**src/rtl/lfsr_ctrl_pkg.sv**
```systemverilog
// Shared types and widths for the LFSR run/pause/step sequencing controller.
package lfsr_ctrl_pkg;

    localparam int unsigned SPEED_W = 2;
    localparam int unsigned STATE_W = 2;
    localparam int unsigned EN_CNT_W = 8;

    typedef enum logic [STATE_W-1:0] {
        PAUSED  = 2'b00,
        RUNNING = 2'b01,
        STEP    = 2'b10
    } state_e;

endpackage

```
**src/rtl/rise_detect.sv**
```systemverilog
// Rising-edge detector for an already synchronized, debounced level.
module rise_detect (
    input  logic clk_i,
    input  logic reset_n_i,
    input  logic d_i,
    output logic rise_c
);

    logic r_q;

    always_ff @(posedge clk_i or negedge reset_n_i) begin
        if (!reset_n_i) begin
            r_q <= 1'b0;
        end else begin
            r_q <= d_i;
        end
    end

    assign rise_c = d_i & ~r_q;

endmodule

```
**src/rtl/lfsr_run_ctrl.sv**
```systemverilog
// Sequencer for the LFSR display path: free-run / pause / single-step enables,
// digit-mux strobe and a pulse counter.
module lfsr_run_ctrl
    import lfsr_ctrl_pkg::*;
#(
    parameter int unsigned tick_width_p  = 22,
    parameter int unsigned digit_width_p = 14
) (
    input  logic                clk_i,
    input  logic                reset_n_i,
    input  logic                run_i,
    input  logic                step_i,
    input  logic [SPEED_W-1:0]  speed_i,
    output logic                lfsr_en_o,
    output logic                digit_sel_o,
    output logic [STATE_W-1:0]  state_o,
    output logic [EN_CNT_W-1:0] en_count_o
);

    localparam int unsigned TW = tick_width_p;
    localparam int unsigned DW = digit_width_p;

    logic                w_run_edge;
    logic                w_step_edge;
    logic                w_tick;
    logic                w_presc_clr;
    logic                w_en_nxt;
    logic [TW-1:0]       w_mask;
    logic [DW-1:0]       w_digit_nxt;
    state_e              w_state_nxt;

    state_e              r_state;
    logic [TW-1:0]       r_presc;
    logic                r_en;
    logic [EN_CNT_W-1:0] r_cnt;
    logic [DW-1:0]       r_digit;
    logic                r_digit_sel;

    rise_detect u_run_rise (
        .clk_i     (clk_i),
        .reset_n_i (reset_n_i),
        .d_i       (run_i),
        .rise_c    (w_run_edge)
    );

    rise_detect u_step_rise (
        .clk_i     (clk_i),
        .reset_n_i (reset_n_i),
        .d_i       (step_i),
        .rise_c    (w_step_edge)
    );

    // Faster speeds compare fewer low prescaler bits.
    assign w_mask = {TW{1'b1}} >> speed_i;
    assign w_tick = (r_state == RUNNING) && ((r_presc & w_mask) == w_mask);

    always_ff @(posedge clk_i or negedge reset_n_i) begin
        if (!reset_n_i) begin
            r_state <= RUNNING;
        end else begin
            r_state <= w_state_nxt;
        end
    end

    // A run edge always wins over a coincident tick or step edge.
    always_comb begin
        w_state_nxt = r_state;
        w_en_nxt    = 1'b0;
        w_presc_clr = 1'b0;
        case (r_state)
            RUNNING: begin
                if (w_run_edge) begin
                    w_state_nxt = PAUSED;
                end else if (w_tick) begin
                    w_en_nxt = 1'b1;
                end
            end
            PAUSED: begin
                if (w_run_edge) begin
                    w_state_nxt = RUNNING;
                    w_presc_clr = 1'b1;
                end else if (w_step_edge) begin
                    w_state_nxt = STEP;
                    w_en_nxt    = 1'b1;
                end
            end
            STEP: begin
                if (w_run_edge) begin
                    w_state_nxt = RUNNING;
                    w_presc_clr = 1'b1;
                end else begin
                    w_state_nxt = PAUSED;
                end
            end
            default: begin
                w_state_nxt = RUNNING;
            end
        endcase
    end

    always_ff @(posedge clk_i or negedge reset_n_i) begin
        if (!reset_n_i) begin
            r_presc <= '0;
            r_en    <= 1'b0;
            r_cnt   <= '0;
        end else begin
            if (w_presc_clr) begin
                r_presc <= '0;
            end else if (r_state == RUNNING) begin
                r_presc <= r_presc + TW'(1);
            end
            r_en  <= w_en_nxt;
            r_cnt <= r_cnt + EN_CNT_W'(w_en_nxt);
        end
    end

    assign w_digit_nxt = r_digit + DW'(1);

    always_ff @(posedge clk_i or negedge reset_n_i) begin
        if (!reset_n_i) begin
            r_digit     <= '0;
            r_digit_sel <= 1'b0;
        end else begin
            r_digit     <= w_digit_nxt;
            r_digit_sel <= w_digit_nxt[DW-1];
        end
    end

    assign lfsr_en_o   = r_en;
    assign digit_sel_o = r_digit_sel;
    assign state_o     = r_state;
    assign en_count_o  = r_cnt;

endmodule

```
**config.mk**
```make
export PLATFORM = sky130hd
export DESIGN_NAME = lfsr_run_ctrl
export DESIGN_NICKNAME = d
export VERILOG_FILES = /design/src/rtl/lfsr_ctrl_pkg.sv /design/src/rtl/rise_detect.sv /design/src/rtl/lfsr_run_ctrl.sv
export SDC_FILE = /design/constraint.sdc
export NUM_CORES = 1
export LEC_CHECK = 0
export CAP_MARGIN = 20
export CORE_MARGIN = 2
export CORE_UTILIZATION = 45
export DETAILED_ROUTE_END_ITERATION = 8
export SYNTH_ARGS = -nofsm -noshare
export SYNTH_HDL_FRONTEND = slang
export SYNTH_SLANG_ARGS = --single-unit
```
**constraint.sdc**
```tcl
create_clock -name clk_i -period 5.45 [get_ports clk_i]
set_input_delay 0.545 -clock clk_i [delete_from_list [all_inputs] [get_ports clk_i]]
set_output_delay 0.545 -clock clk_i [all_outputs]
set_load 0.1 [all_outputs]
```
==> results of run 1 <==
sequential cells by signal, indices dropped and copies added (netlist names):
name / flops
r_digit: 14
state_o: 2
u_step_rise.r_q: 1
lfsr_en_o: 1
en_count_o: 8
r_presc: 22
u_run_rise.r_q: 1
stage by stage:
stage / area, um^2 / cells / setup slack [ns] / hold slack (ns)
floorplan: 2240 / 210 / 2.80 / 0.249
detailed placement: 2480 / 290 / 2.87 / 0.457
global placement: 2480 / 290 / 2.99 / 0.453
global route: 2580 / 298 / 2.80 / 0.247
finish: 2580 / 298 / 2.84 / 0.220
CTS: 2560 / 297 / 2.83 / 0.475
Yosys cell counts (2+ instances only):
cell and instances:
dfrtp_1 48, nand2_1 21, xnor2_1 17, nand3_1 15, nor2_1 14, nand4_1 10, xor2_1 8, nand2b_1 6
o21ai_0 6, inv_1 5, mux2i_1 5, nor3_1 5, a21oi_1 4, ha_1 4, nand3b_1 4, nor4_1 4
and3_1 3, and4_1 3, buf_2 3, o211ai_1 3, o31ai_1 3, or3_1 3, or4_1 3, clkbuf_1 2
o41ai_1 2
routing by layer:
metal  vias to the layer above  part of all wire [%]  global-route usage [%]
li1                        794                     -                       -
met1                       782                    50                    22.1
met2                        28                    46                    26.0
met3                         4                   3.6                    4.74
met4                         0                  0.67                    6.35
met5                         -                     0                       0
logic make-up (layout without fill, tap and decap cells):
kind of cell             Yosys count  count (layout)  share of synthesized area (%)
multiplexers                       5               5                           2.23
adder cells (fa/ha/maj)            4               4                           2.23
flip-flops                        49              49                           54.7
buffers and inverters             10              31                           1.84
XOR/XNOR                          25              25                           9.76
AND/OR/NAND/NOR                   97              97                           23.5
AO/OA/AOI/OAI                     20              20                           5.74
path summary, 6_finish.rpt:
path,startpoint,slack (ns),cells past startpoint,to
setup / recovery,state_o[0]$_DFFE_PN1P_,2.84,1,state_o[0]
hold / removal,reset_n_i,0.22,1,en_count_o[5]$_DFF_PN0_
setup reg to reg,state_o[0]$_DFFE_PN1P_,3.04,9,en_count_o[6]$_DFF_PN0_
hold reg to reg,en_count_o[7]$_DFF_PN0_,0.47,1,en_count_o[7]$_DFF_PN0_
max in group asynchronous,reset_n_i,4.71,2,r_digit[0]$_DFF_PN0_
min in group clk_i,en_count_o[7]$_DFF_PN0_,0.47,1,en_count_o[7]$_DFF_PN0_
worst register-to-register path, stage by stage (launching register included):
cell and delay [ns]:
dfstp_2 0.60, nand2b_1 0.23, nor3_1 0.29, nand3b_1 0.17, o21bai_1 0.22, ha_1 0.21
ha_1 0.17, and3_1 0.19, nand3_1 0.10, xnor2_1 0.13
layout by cell type (no fill, tap or decap), types with 2 or more instances in the layout:
master,n
a21oi_1,4
and3_1,3
and4_1,3
clkbuf_8,6
clkdlybuf4s50_1,16
dfrtp_1,48
ha_1,4
inv_1,5
mux2i_1,5
nand2_1,21
nand2b_1,6
nand3_1,15
nand3b_1,4
nand4_1,10
nor2_1,14
nor3_1,5
nor4_1,4
o211ai_1,3
o21ai_0,6
o31ai_1,3
o41ai_1,2
or3_1,3
or4_1,3
xnor2_1,17
xor2_1,8
report_power, final:
group          leakage, nW  internal (W)  switching [W]  total [W]
clock network       0.0443      0.000101       0.000111   0.000212
logic                0.430     0.0000552       0.000182   0.000237
registers            0.650      0.000396      0.0000373   0.000433
total                 1.12      0.000552       0.000330   0.000882
layout make-up:
cell class                      instances  area, um^2  share of cell area, %
Clock buffer                            7        86.3                   3.34
Multi-Input combinational cell        151         975                   37.7
Sequential cell                        49        1230                   47.5
Tap cell                               67        83.8                   3.24
Inverter                                5        18.8                  0.726
Timing Repair Buffer                   19         193                   7.46
==> impl_results.md, run 1 <==
* H-tree levels at 2
* Layout cell share with drive strength beyond 1 at under 10%
* Rel. slew slack at between 30% and 40%
* TNS Setup at 0 ns
* Fillcell total at between 400 and 500
* Startpoint types: register
* Syn avg cell area at between 10 and 15 um^2
* Tightest Pin Transition at 1.00 ns
* Fmax at 383 MHz
* Die span in y at approximately 75 um
* Post-DP HPWL at between 2 and 3 mm
* Ys Warns at 0
* Grt ovf at 0
* Chip width at about 75 um
* Clock transition at path regs at approximately 0.08 ns
* Port Buffer Count at 17
* Rows at 25
* Largest net degree at the start of global routing at 50
* Drt first pass iters at 5
* Max Slew Vio Count at 0
* Largest delay share family, worst path: buffers and inverters
* CTS buffer count at 5
* Final hold violations at 0
* Synth top area share at between 50% and 60%
* Fin util at between 50% and 60%
* Vias per cell at 5.40
* Main flop type after synthesis: dfrtp_1
* Mapped cell area at 2240 um^2
* Post CTS Setup Buffer Count at 0
* Initial Util at a little under half
* Post-synthesis async set-or-reset flop share at 100%
* Worst Hold Class: primary input to asynchronous set/reset pin
* Core Footprint at 4750 um^2
* CP arrival at 2.07 ns
* Area growth, synth to finish at 15.2%
* Final Setup Violations at 0
* Crit-path cells: clkdlybuf4s50_1
* CP Max Fanout at 8
* Post-Route WL at 4.03 mm
* Vias in the first global route at 1,570
* CTS tree: built
* RSZ-0062 raised after global routing: false
* Clk_lat worst skew at 0.29 ns
* Routed length per instance at 13.5 um
* Slowest-stage cell, CP: clkdlybuf4s50_1
* Synth area leader: dfrtp_1
* Longest Clk Path Bufs at 2
* Outcome: complete, no violations
* Tcrit/Tclk final at 47.9%
* Mapped Nets at between 200 and 250
* MaxCap Viol Count at 0
* DRC at 0
* Antenna diode count at 0
* Worst endpoint required time at slightly below 5 ns
* Die area at about 5600 um^2
* Final min period at between 2 and 3 ns
* Clock skew at around 0.0088 ns
* First-pass GRT wire length at about 7.1 mm
* Delay of the slowest critical-path stage at ~1.2 ns
* Sequential area share after synthesis at a little over half
* Clock root cell: clkbuf_8
* Gpl congestion at around 0.81
* Cells after Synth at 210
* Hold buffers post-CTS at 0
* Num ports at 18
* Via count at ~1,600
* CP bufs+invs at 1
* Critical Path End Type: output pin
* Total track usage at 16.6%
* Post-synth EDFFs at 0
* Fin nets at 241
* VDD IR-drop max at 0.186 mV
* Leak at 1.12 nW
* Clock sinks at 49
* Setup CP Type: register to output pin
* Tot Pwr at slightly below 0.0009 W
* Distinct cells, synth at 34
* Post-route ant nets at 0
* Power per cell area at 341 nW/um^2
* # resized after CTS at 0
* Synth top area cells: dfrtp_1 54%, xnor2_1 6.6%, nand2_1 3.5%, nand3_1 3.3%, xor2_1 3.1%
* Initial drt markers at 77
* Initial antenna violation count at 0
* Synthesized flop and latch total at 49
Note: power is estimated with default switching activity, not from simulation.
==> inputs of run 2 (changes only) <==
Settings changed: PLACE_DENSITY set to 0.67.
Clock period 5.45 ns to 2.25 ns, I/O delays scaled along.
==> run 2 against run 1 <==
Clock-buffer cell count shrank 1. Clock power grew to 3.0 times the previous value. Sequential power increased by 140%. Register-to-register slack worse by 2.9 ns. First-iteration DRC count up 10%. Non-clock buffer count increased by 13. Core utilization grew 2.5 points. Critical endpoint is now en_count_o[6]$_DFF_PN0_.
==> impl_results.md, run 2 (synthesized netlist as in run 1, its figures left out) <==
* Antenna diode count at 0 (unchanged)
* Clk_lat worst skew at 0.31 ns (+0.02 ns)
* Largest net degree at the start of global routing at 24 (-52%)
* CTS tree: built
* Port Buffer Count at 17 (unchanged)
* Core Footprint at 4750 um^2 (unchanged)
* Final Setup Violations at 0 (unchanged)
* CTS buffer count at 5 (unchanged)
* Outcome: complete, no violations
* Power per cell area at 853 nW/um^2 (+150%)
* DRC at 0 (unchanged)
* Via count at 1,613 (+0.31%)
* Final hold violations at 0 (unchanged)
* Layout cell share with drive strength beyond 1 at 17.6% (+12 points)
* Fillcell total at 434 (+0.23%)
* Setup CP Type: register to register
* Tcrit/Tclk final at 94.1%
* Worst endpoint required time at 2.45 ns (-2.46 ns)
* Design Area, Final at 2700 um^2 (+4.6%)
* Delay of the slowest critical-path stage at 0.64 ns (-0.53 ns)
* Clock transition at path regs at 0.09 ns (about the same)
* Max Slew Vio Count at 0 (unchanged)
* Fin worst setup slack at 0.133 ns (-2.70 ns)
* Fin nets at 254 (+5.4%)
* Critical Path End Type: register
* MaxCap Viol Count at 0 (unchanged)
* H-tree levels at 2 (unchanged)
* Slowest-stage cell, CP: dfstp_4
* Dpl ws at 0.0507 ns (-2.82 ns)
* Die span in y at 74.6 um (unchanged)
* Initial drt markers at 85 (+10%)
* Clock root cell: clkbuf_8
* Vias per cell at 5.17 (-4.2%)
* Fmax at around 470 MHz
* Clock skew at 0.00917 ns (+0.000375 ns)
* Gpl congestion at 0.798 (-1.5%)
* Grt ovf at 0 (unchanged)
* Post-Route WL at 4.15 mm (+3.0%)
* Area growth, synth to finish at 20.5%
* Drt first pass iters at 4 (-1)
* Tightest Pin Transition at 0.638 ns (-0.364 ns)
* Longest Clk Path Bufs at 2 (unchanged)
* Max reg flops at 22 (unchanged)
* Largest Register: r_presc
* DP Area at 2560 um^2 (+3.3%)
* Leak at 1.22 nW (+8.5%)
* Hold Slack at 0.265 ns (+0.0447 ns)
* Commonest non-fill, non-tap cell in the layout: dfrtp_1
* Most frequent cells in the layout: 47 x dfrtp_1, 26 x buf_4, 21 x nand2_1, 17 x xnor2_1, 15 x nand3_1
* Final min period at 2.12 ns
* Initial Util at 47.2% (unchanged)
* VDD IR-drop max at 0.378 mV (+100%)
* Footprint of the multi-input gates at 1010 um^2 (+3.2%)
* Routed length per instance at 13.3 um (-1.6%)
* Initial antenna violation count at 0 (unchanged)
* Rel. slew slack at 57.1% (+24 points)
* Rows at 25 (unchanged)
* First-pass GRT wire length at 7.00 mm (-1.3%)
* CP bufs+invs at 0 (-1)
* Largest delay share family, worst path: flip-flops
* Vias in the first global route at 1,502 (-4.3%)
* Worst R2R Setup Slack at 0.13 ns (-2.91 ns)
* Die area at 5570 um^2 (unchanged)
* Post-route ant nets at 0 (unchanged)
* Worst Hold Class: primary input to asynchronous set/reset pin
* Num ports at 18 (unchanged)
* Chip width at 74.6 um (unchanged)
* Total track usage at 16.8% (+0.12 points)
* CP Max Fanout at 6 (-2)
* CP arrival at 2.32 ns (+0.25 ns)
* Register area at 1230 um^2 (+0.41%)
* Clock sinks at 49 (unchanged)
* Crit-path cells: nand2b_1 -> nor3_4 -> nand3b_1 -> o21bai_1 -> ha_2 -> ha_4 -> and3_4 -> nand3_1 -> xnor2_1
* Fin util at 56.8% (+2.5 points)
* Startpoint types: register
* Post-DP HPWL at 3.02 mm (+3.6%)
* RSZ-0062 raised after global routing: false
-- run 2: changes by cell type in the layout (fill, tap and decap cells not counted), sizes merged --
cell           change
clkinv             +1
clkbuf             -1
dlygate4sd3        +1
bufinv             +1
buf               +24
clkdlybuf4s50     -12
-- run 2: area by class of cell --
type / instances / share of cell area (%)
multi-input combinational: 151 / 37.2
clock buffer: 6 / 2.69
tap: 67 / 3.10
inverter: 5 / 0.694
timing repair buffer: 32 / 9.26
clock inverter: 2 / 1.44
sequential: 49 / 45.6
-- run 2: path summary, 6_finish.rpt --
kind                       cells after the start                     from                        end
min                                            2                reset_n_i     state_o[1]$_DFFE_PN0P_
min reg2reg                                    1  en_count_o[7]$_DFF_PN0_    en_count_o[7]$_DFF_PN0_
min in group clk_i                             1                   step_i  u_step_rise.r_q$_DFF_PN0_
max in group asynchronous                      3                reset_n_i     r_presc[2]$_DFFE_PN0P_
max                                            9   state_o[0]$_DFFE_PN1P_    en_count_o[6]$_DFF_PN0_
max reg2reg                                    9   state_o[0]$_DFFE_PN1P_    en_count_o[6]$_DFF_PN0_
-- run 2: report_power, final --
part	leakage (nW)	switching [W]	internal [W]
logic	0.515	0.000472	0.000161
clock network	0.0554	0.000294	0.000334
registers	0.649	0.0000816	0.000962
total	1.22	0.000848	0.00146
-- run 2: worst reg2reg max path, stage by stage, from the launching register on --
cell	delay, ns
dfstp_4	0.64
nand2b_1	0.10
nor3_4	0.14
nand3b_1	0.14
o21bai_1	0.22
ha_2	0.24
ha_4	0.14
and3_4	0.17
nand3_1	0.09
xnor2_1	0.14
-- run 2: per-stage QoR --
step	setup TNS, ns	total power [W]	instances
4_1_cts	0	0.00232	309
5_1_grt	0	0.00241	312
6_report	0	0.00230	312
2_1_floorplan	-0.191	0.00150	210
3_3_place_gp	0	0.00168	300
3_5_place_dp	0	0.00169	300
-- run 2: timing repair --
| item | CTS | global route |
|---|---|---|
| endpoints found under the hold margin | 4 | 0 |
| setup buffers | 0 | 3 |
| endpoints found under the setup margin | 0 | 1 |
| resized for setup | 0 | 0 |
| hold buffers | 1 | 0 |
-- run 2: routing by layer --
layer	GRT usage (%)	vias to the layer above	wire length [um]
met2	24.2	36	1820
met4	6.55	0	72
met3	4.47	5	170
li1	-	815	-
met1	24.1	757	2090
met5	0	-	0
==> inputs of run 3 (changes only) <==
Settings changed: SLEW_MARGIN set to 20.
==> results of run 3 <==
Same layout as run 2: the final DEF is identical, and so are final timing and power.
